--- src/rtl/ram_arbiter.sv ---
// ram_arbiter: serialises two requesters' read/write commands onto one single-port synchronous RAM.
// Define RAM_ARB_FIXED_PRIO_EN for fixed priority (requester 0 wins contention); default is round-robin.
module ram_arbiter #(
    parameter int DATA_WIDTH    = 5,
    parameter int ADDRESS_WIDTH = 5
) (
    input  logic                     clk,
    input  logic                     rst,

    input  logic                     req0_valid,
    input  logic                     req0_we,
    input  logic [ADDRESS_WIDTH-1:0] req0_addr,
    input  logic [DATA_WIDTH-1:0]    req0_wdata,
    output logic                     req0_ready,
    output logic                     req0_rvalid,
    output logic [DATA_WIDTH-1:0]    req0_rdata,

    input  logic                     req1_valid,
    input  logic                     req1_we,
    input  logic [ADDRESS_WIDTH-1:0] req1_addr,
    input  logic [DATA_WIDTH-1:0]    req1_wdata,
    output logic                     req1_ready,
    output logic                     req1_rvalid,
    output logic [DATA_WIDTH-1:0]    req1_rdata,

    output logic                     ram_wr_en,
    output logic [ADDRESS_WIDTH-1:0] ram_address,
    output logic [DATA_WIDTH-1:0]    ram_data_in,
    input  logic [DATA_WIDTH-1:0]    ram_data_out,

    output logic                     busy
);

    typedef enum logic [1:0] {
        IDLE  = 2'd0,
        ISSUE = 2'd1,
        RWAIT = 2'd2
    } state_t;

    state_t                   r_state;
    state_t                   w_state_next;

    logic                     r_winner;
    logic                     r_op_we;
    logic                     r_ram_wr_en;
    logic [ADDRESS_WIDTH-1:0] r_ram_address;
    logic [DATA_WIDTH-1:0]    r_ram_data_in;
    logic                     r_rvalid0;
    logic                     r_rvalid1;
    logic [DATA_WIDTH-1:0]    r_rdata0;
    logic [DATA_WIDTH-1:0]    r_rdata1;
`ifndef RAM_ARB_FIXED_PRIO_EN
    logic                     r_last_grant;
`endif

    logic                     w_grant0;
    logic                     w_grant1;
    logic                     w_grant_any;
    logic                     w_sel_we;
    logic [ADDRESS_WIDTH-1:0] w_sel_addr;
    logic [DATA_WIDTH-1:0]    w_sel_wdata;

    // Grant is combinational from valid so the transfer happens in the same IDLE cycle.
    always_comb begin
        w_grant0 = 1'b0;
        w_grant1 = 1'b0;
        if (r_state == IDLE) begin
            if (req0_valid && req1_valid) begin
`ifdef RAM_ARB_FIXED_PRIO_EN
                w_grant0 = 1'b1;
`else
                w_grant0 = r_last_grant;
                w_grant1 = ~r_last_grant;
`endif
            end else begin
                w_grant0 = req0_valid;
                w_grant1 = req1_valid;
            end
        end
    end

    assign w_grant_any = w_grant0 | w_grant1;
    assign w_sel_we    = w_grant1 ? req1_we    : req0_we;
    assign w_sel_addr  = w_grant1 ? req1_addr  : req0_addr;
    assign w_sel_wdata = w_grant1 ? req1_wdata : req0_wdata;

    always_comb begin
        w_state_next = r_state;
        case (r_state)
            IDLE:    if (w_grant_any) w_state_next = ISSUE;
            ISSUE:   w_state_next = r_op_we ? IDLE : RWAIT;
            RWAIT:   w_state_next = IDLE;
            default: w_state_next = IDLE;
        endcase
    end

    always_ff @(posedge clk) begin
        if (rst) r_state <= IDLE;
        else     r_state <= w_state_next;
    end

    always_ff @(posedge clk) begin
        if (rst) begin
            r_winner      <= 1'b0;
            r_op_we       <= 1'b0;
            r_ram_wr_en   <= 1'b1;
            r_ram_address <= '0;
            r_ram_data_in <= '0;
            r_rvalid0     <= 1'b0;
            r_rvalid1     <= 1'b0;
            r_rdata0      <= '0;
            r_rdata1      <= '0;
`ifndef RAM_ARB_FIXED_PRIO_EN
            r_last_grant  <= 1'b1;
`endif
        end else begin
            r_rvalid0 <= 1'b0;
            r_rvalid1 <= 1'b0;
            case (r_state)
                IDLE: begin
                    if (w_grant_any) begin
                        r_ram_address <= w_sel_addr;
                        r_ram_data_in <= w_sel_wdata;
                        r_ram_wr_en   <= ~w_sel_we;
                        r_winner      <= w_grant1;
                        r_op_we       <= w_sel_we;
`ifndef RAM_ARB_FIXED_PRIO_EN
                        r_last_grant  <= w_grant1;
`endif
                    end
                end
                ISSUE: r_ram_wr_en <= 1'b1;
                RWAIT: begin
                    // RAM output is registered, so the word is valid only in this state.
                    if (r_winner) begin
                        r_rdata1  <= ram_data_out;
                        r_rvalid1 <= 1'b1;
                    end else begin
                        r_rdata0  <= ram_data_out;
                        r_rvalid0 <= 1'b1;
                    end
                end
                default: ;
            endcase
        end
    end

    assign req0_ready  = w_grant0;
    assign req1_ready  = w_grant1;
    assign req0_rvalid = r_rvalid0;
    assign req1_rvalid = r_rvalid1;
    assign req0_rdata  = r_rdata0;
    assign req1_rdata  = r_rdata1;
    assign ram_wr_en   = r_ram_wr_en;
    assign ram_address = r_ram_address;
    assign ram_data_in = r_ram_data_in;
    assign busy        = (r_state != IDLE);

endmodule
--- config.mk ---
export PLATFORM = sky130hd
export DESIGN_NAME = ram_arbiter
export DESIGN_NICKNAME = d
export VERILOG_FILES = /design/src/rtl/ram_arbiter.sv
export SDC_FILE = /design/constraint.sdc
export NUM_CORES = 1
export LEC_CHECK = 0
export CORE_MARGIN = 5
export CORE_UTILIZATION = 37
export CTS_CLUSTER_DIAMETER = 60
export CTS_CLUSTER_SIZE = 40
export DETAILED_ROUTE_END_ITERATION = 7
export PLACE_DENSITY_LB_ADDON = 0.05
export SETUP_SLACK_MARGIN = 0.15
export SYNTH_ARGS = -nofsm -noshare
export SYNTH_HDL_FRONTEND = slang
export SYNTH_SLANG_ARGS = --single-unit
--- constraint.sdc ---
create_clock -name clk -period 1.05 [get_ports clk]
set_input_delay 0.21 -clock clk [delete_from_list [all_inputs] [get_ports clk]]
set_output_delay 0.21 -clock clk [all_outputs]
set_load 0.005 [all_outputs]
==> results of run 1 <==
[worst max-delay path: cells and delay by family, from the launching register on]
| kind | cells | cell delay (ns) |
|---|---|---|
| flip-flops | 1 | 0.38 |
| buffers and inverters | 4 | 0.36 |
| AND/OR/NAND/NOR | 1 | 0.15 |
[placed cells by master, fill, tap and decap left out, drive strengths merged]
cell type / synthesis / final
buf: 7 / 62
clkdlybuf4s50: 0 / 28
dfxtp: 28 / 28
nand2: 24 / 24
nor2: 15 / 16
a21oi: 12 / 12
a311oi: 11 / 11
mux2i: 10 / 10
clkbuf: 1 / 4
inv: 3 / 3
a221o: 2 / 2
dlygate4sd2: 0 / 2
nor2b: 2 / 2
a21boi: 1 / 1
a21bo: 1 / 1
or2: 1 / 1
nor3b: 1 / 1
nand3b: 1 / 1
nor3: 1 / 1
nor4b: 1 / 1
o21ai: 1 / 1
o21bai: 1 / 1
a31o: 1 / 1
[per-stage QoR]
step | hold WS (ns) | util | total power, mW | setup slack (ns)
after CTS | 0.409 | 0.674 | 2.73 | -0.388
final | 0.442 | 0.730 | 2.84 | -0.388
after detailed placement | 0.426 | 0.598 | 1.93 | -0.699
after global routing | 0.434 | 0.730 | 2.98 | -0.430
after floorplan | 0.354 | - | 1.57 | -0.0254
after global placement | 0.408 | 0.598 | 1.92 | -0.667
[path summary, 6_finish.rpt]
check / start / end / cells after the start
setup reg to reg: r_state[1] / r_op_we / 7
hold / removal: req0_wdata[4] / ram_data_in[4] / 3
hold reg to reg: req0_rdata[4] / req0_rdata[4] / 2
setup / recovery: r_state[1] / busy / 5
[state kept, by name, summed over array words and instances (netlist names)]
register,cells
ram_address,5
ram_data_in,5
req0_rdata,5
req1_rdata,5
r_state,2
r_last_grant,1
r_op_we,1
r_winner,1
ram_wr_en,1
req0_rvalid,1
req1_rvalid,1
[synth_stat cells (all sizes together), types with 2 or more instances]
cell type	n	area, um^2
a21oi	12	60.1
a221o	2	20.0
a311oi	11	159
buf	7	57.6
dfxtp	28	561
inv	3	11.3
mux2i	10	100
nand2	24	90.1
nor2	15	75.1
nor2b	2	12.5
[layout make-up]
type                            count  area share
Timing Repair Buffer               92       0.383
Multi-Input combinational cell     87       0.318
Sequential cell                    28       0.249
Tap cell                           46      0.0240
Clock buffer                        4      0.0198
Inverter                            3     0.00678
[cells by family after synthesis]
| family | Yosys count | synth area share |
|---|---|---|
| compound gates | 30 | 0.227 |
| buf+inv | 11 | 0.0584 |
| flops | 28 | 0.451 |
| mux | 10 | 0.0806 |
| simple gates | 46 | 0.183 |
[metal layers]
| metal | vias to the layer above | wire length [um] | track usage | part of all wire |
|---|---|---|---|---|
| met4 | 0 | 97 | 0.0744 | 0.025 |
| met2 | 38 | 2030 | 0.316 | 0.52 |
| li1 | 619 | - | - | - |
| met5 | - | 0 | 0 | 0 |
| met1 | 626 | 1550 | 0.208 | 0.40 |
| met3 | 11 | 194 | 0.0328 | 0.050 |
[power by group through the flow]
stage	Clock, mW	Sequential (mW)	Combinational (mW)
4_1_cts	0.626	1.21	0.892
3_5_place_dp	0	1.22	0.717
6_report	0.622	1.22	0.999
3_3_place_gp	0	1.22	0.703
2_1_floorplan	0	1.22	0.347
5_1_grt	0.682	1.23	1.07
[repair_timing]
action	4_1_cts	5_1_grt
cloned	3	0
setup endpoints to repair	54	54
setup buffers	10	9
hold buffers	0	0
resized for setup	166	23
pin swaps	16	9
==> flow_summary.ini, run 1 <==
[status]
status = finished, violations left
failed_checks = setup timing

[critical_path]
crit_type = reg -> out
worstPathCellList = nor2_4 -> buf_4 -> buf_6 -> inv_6 -> buf_6
cp-end-kind = output pin
slowest_delay_ns = 0.38
crit_slowest_cell = dfxtp_4
crit_fanout = 3
reg2reg_slack_ns = -0.34
path_common_cell = buf_6
cp.required_ns = 0.84
cp.arrival_ns = 1.23
setup.worst_path.start_class = flip-flop

[sta]
slew_headroom = 0.742
hold_viol_final = 0
skew_ns = 0.00308
setup_viol = 29
period_share = 1.37
fin_crit_ns = 1.44
setup_tns_ns = -6.94
setup_ws_ns = -0.388
report.final.slew_viol_count = 0
max_freq_ghz = 0.695
rsz0062_at_grt = yes
tightest_slew_ns = 0.387

[die]
die_area_um2 = 4620
row_count = 21
die_h_um = 67.9
core_um2 = 3280
die_w_um = 67.9
start_util = 0.378
io_pins = 57

[power_and_ir_drop]
leakage_nw = 1.04
p_int_mw = 2.05
comb_power_share = 0.352
p_per_area_nw_per_um2 = 1180
p_seq_frac = 0.430
ir_drop_uv = 656
switching_share = 0.279
power_switching_uw = 793
clockPowerShare = 0.219

[finish]
stdcell_count = 260
drive_above_1_share = 0.631
nFillCells = 236
diodes = 0
ff_latch_area_um2 = 597
postLayoutCellArea_um2 = 2400
nets = 246
multi_input_area_um2 = 762
area_delta_synth_final_pct = 93.1

[logic_synthesis]
synth_area_um2 = 1240
yosys_warnings = 0
ys.flop_type = dfxtp_1
ys_seq_area_frac = 0.451
synthCells = 125
synth.avg_cell_area_um2 = 9.94
synth_seq_cells = 28
synth_fp_nets = 156
synth_edf_count = 0
synth_cell_types = 27
async_flop_share = 0

[clock_network]
insertion_delay_ns = 0.33
cts_buffers = 3
clkSlewWorstSetupHoldPaths_ns = 0.15
cts_tree = done
clockRootBuffer = clkbuf_4
clk_path_buf_depth = 2
htreeDepth = 1
clock_sinks = 28

[global_routing]
overflow = 0
antenna_found_initial = 0
grt_pass1_vias = 1346
grtUsageTotal = 0.178
grt_max_degree = 19
grt_pass1_wl_mm = 6.20

[placed_design]
place_area_um2 = 1960
io_buffers = 56
place_inst = 234
gp_congestion = 0.797
place_hpwl_mm = 2.57

[detailed_routing]
vias_per_cell = 4.98
wire_per_inst_um = 14.9
ant_nets = 0
routed_wl_mm = 3.87
drtPass1Iterations = 4
dr.first_iter.drc_count = 35
vias = 1294
drc = 0

[run]
cap_violations = 0

[min_path]
hold_path.class = in -> reg
Note: power is estimated with default switching activity, not from simulation.
==> run 2: changes to the inputs <==
Settings changed: RECOVER_POWER set to 50.
==> results of run 2 <==
No change in the layout: final DEF, timing and power equal those of run 1.
==> run 3: changes to the inputs <==
Settings changed: ABC_CLOCK_PERIOD_IN_PS set to 1050, HOLD_SLACK_MARGIN set to 0.03, SLEW_MARGIN set to 5.
==> results of run 3 <==
No change in the layout: final DEF, timing and power equal those of run 1.
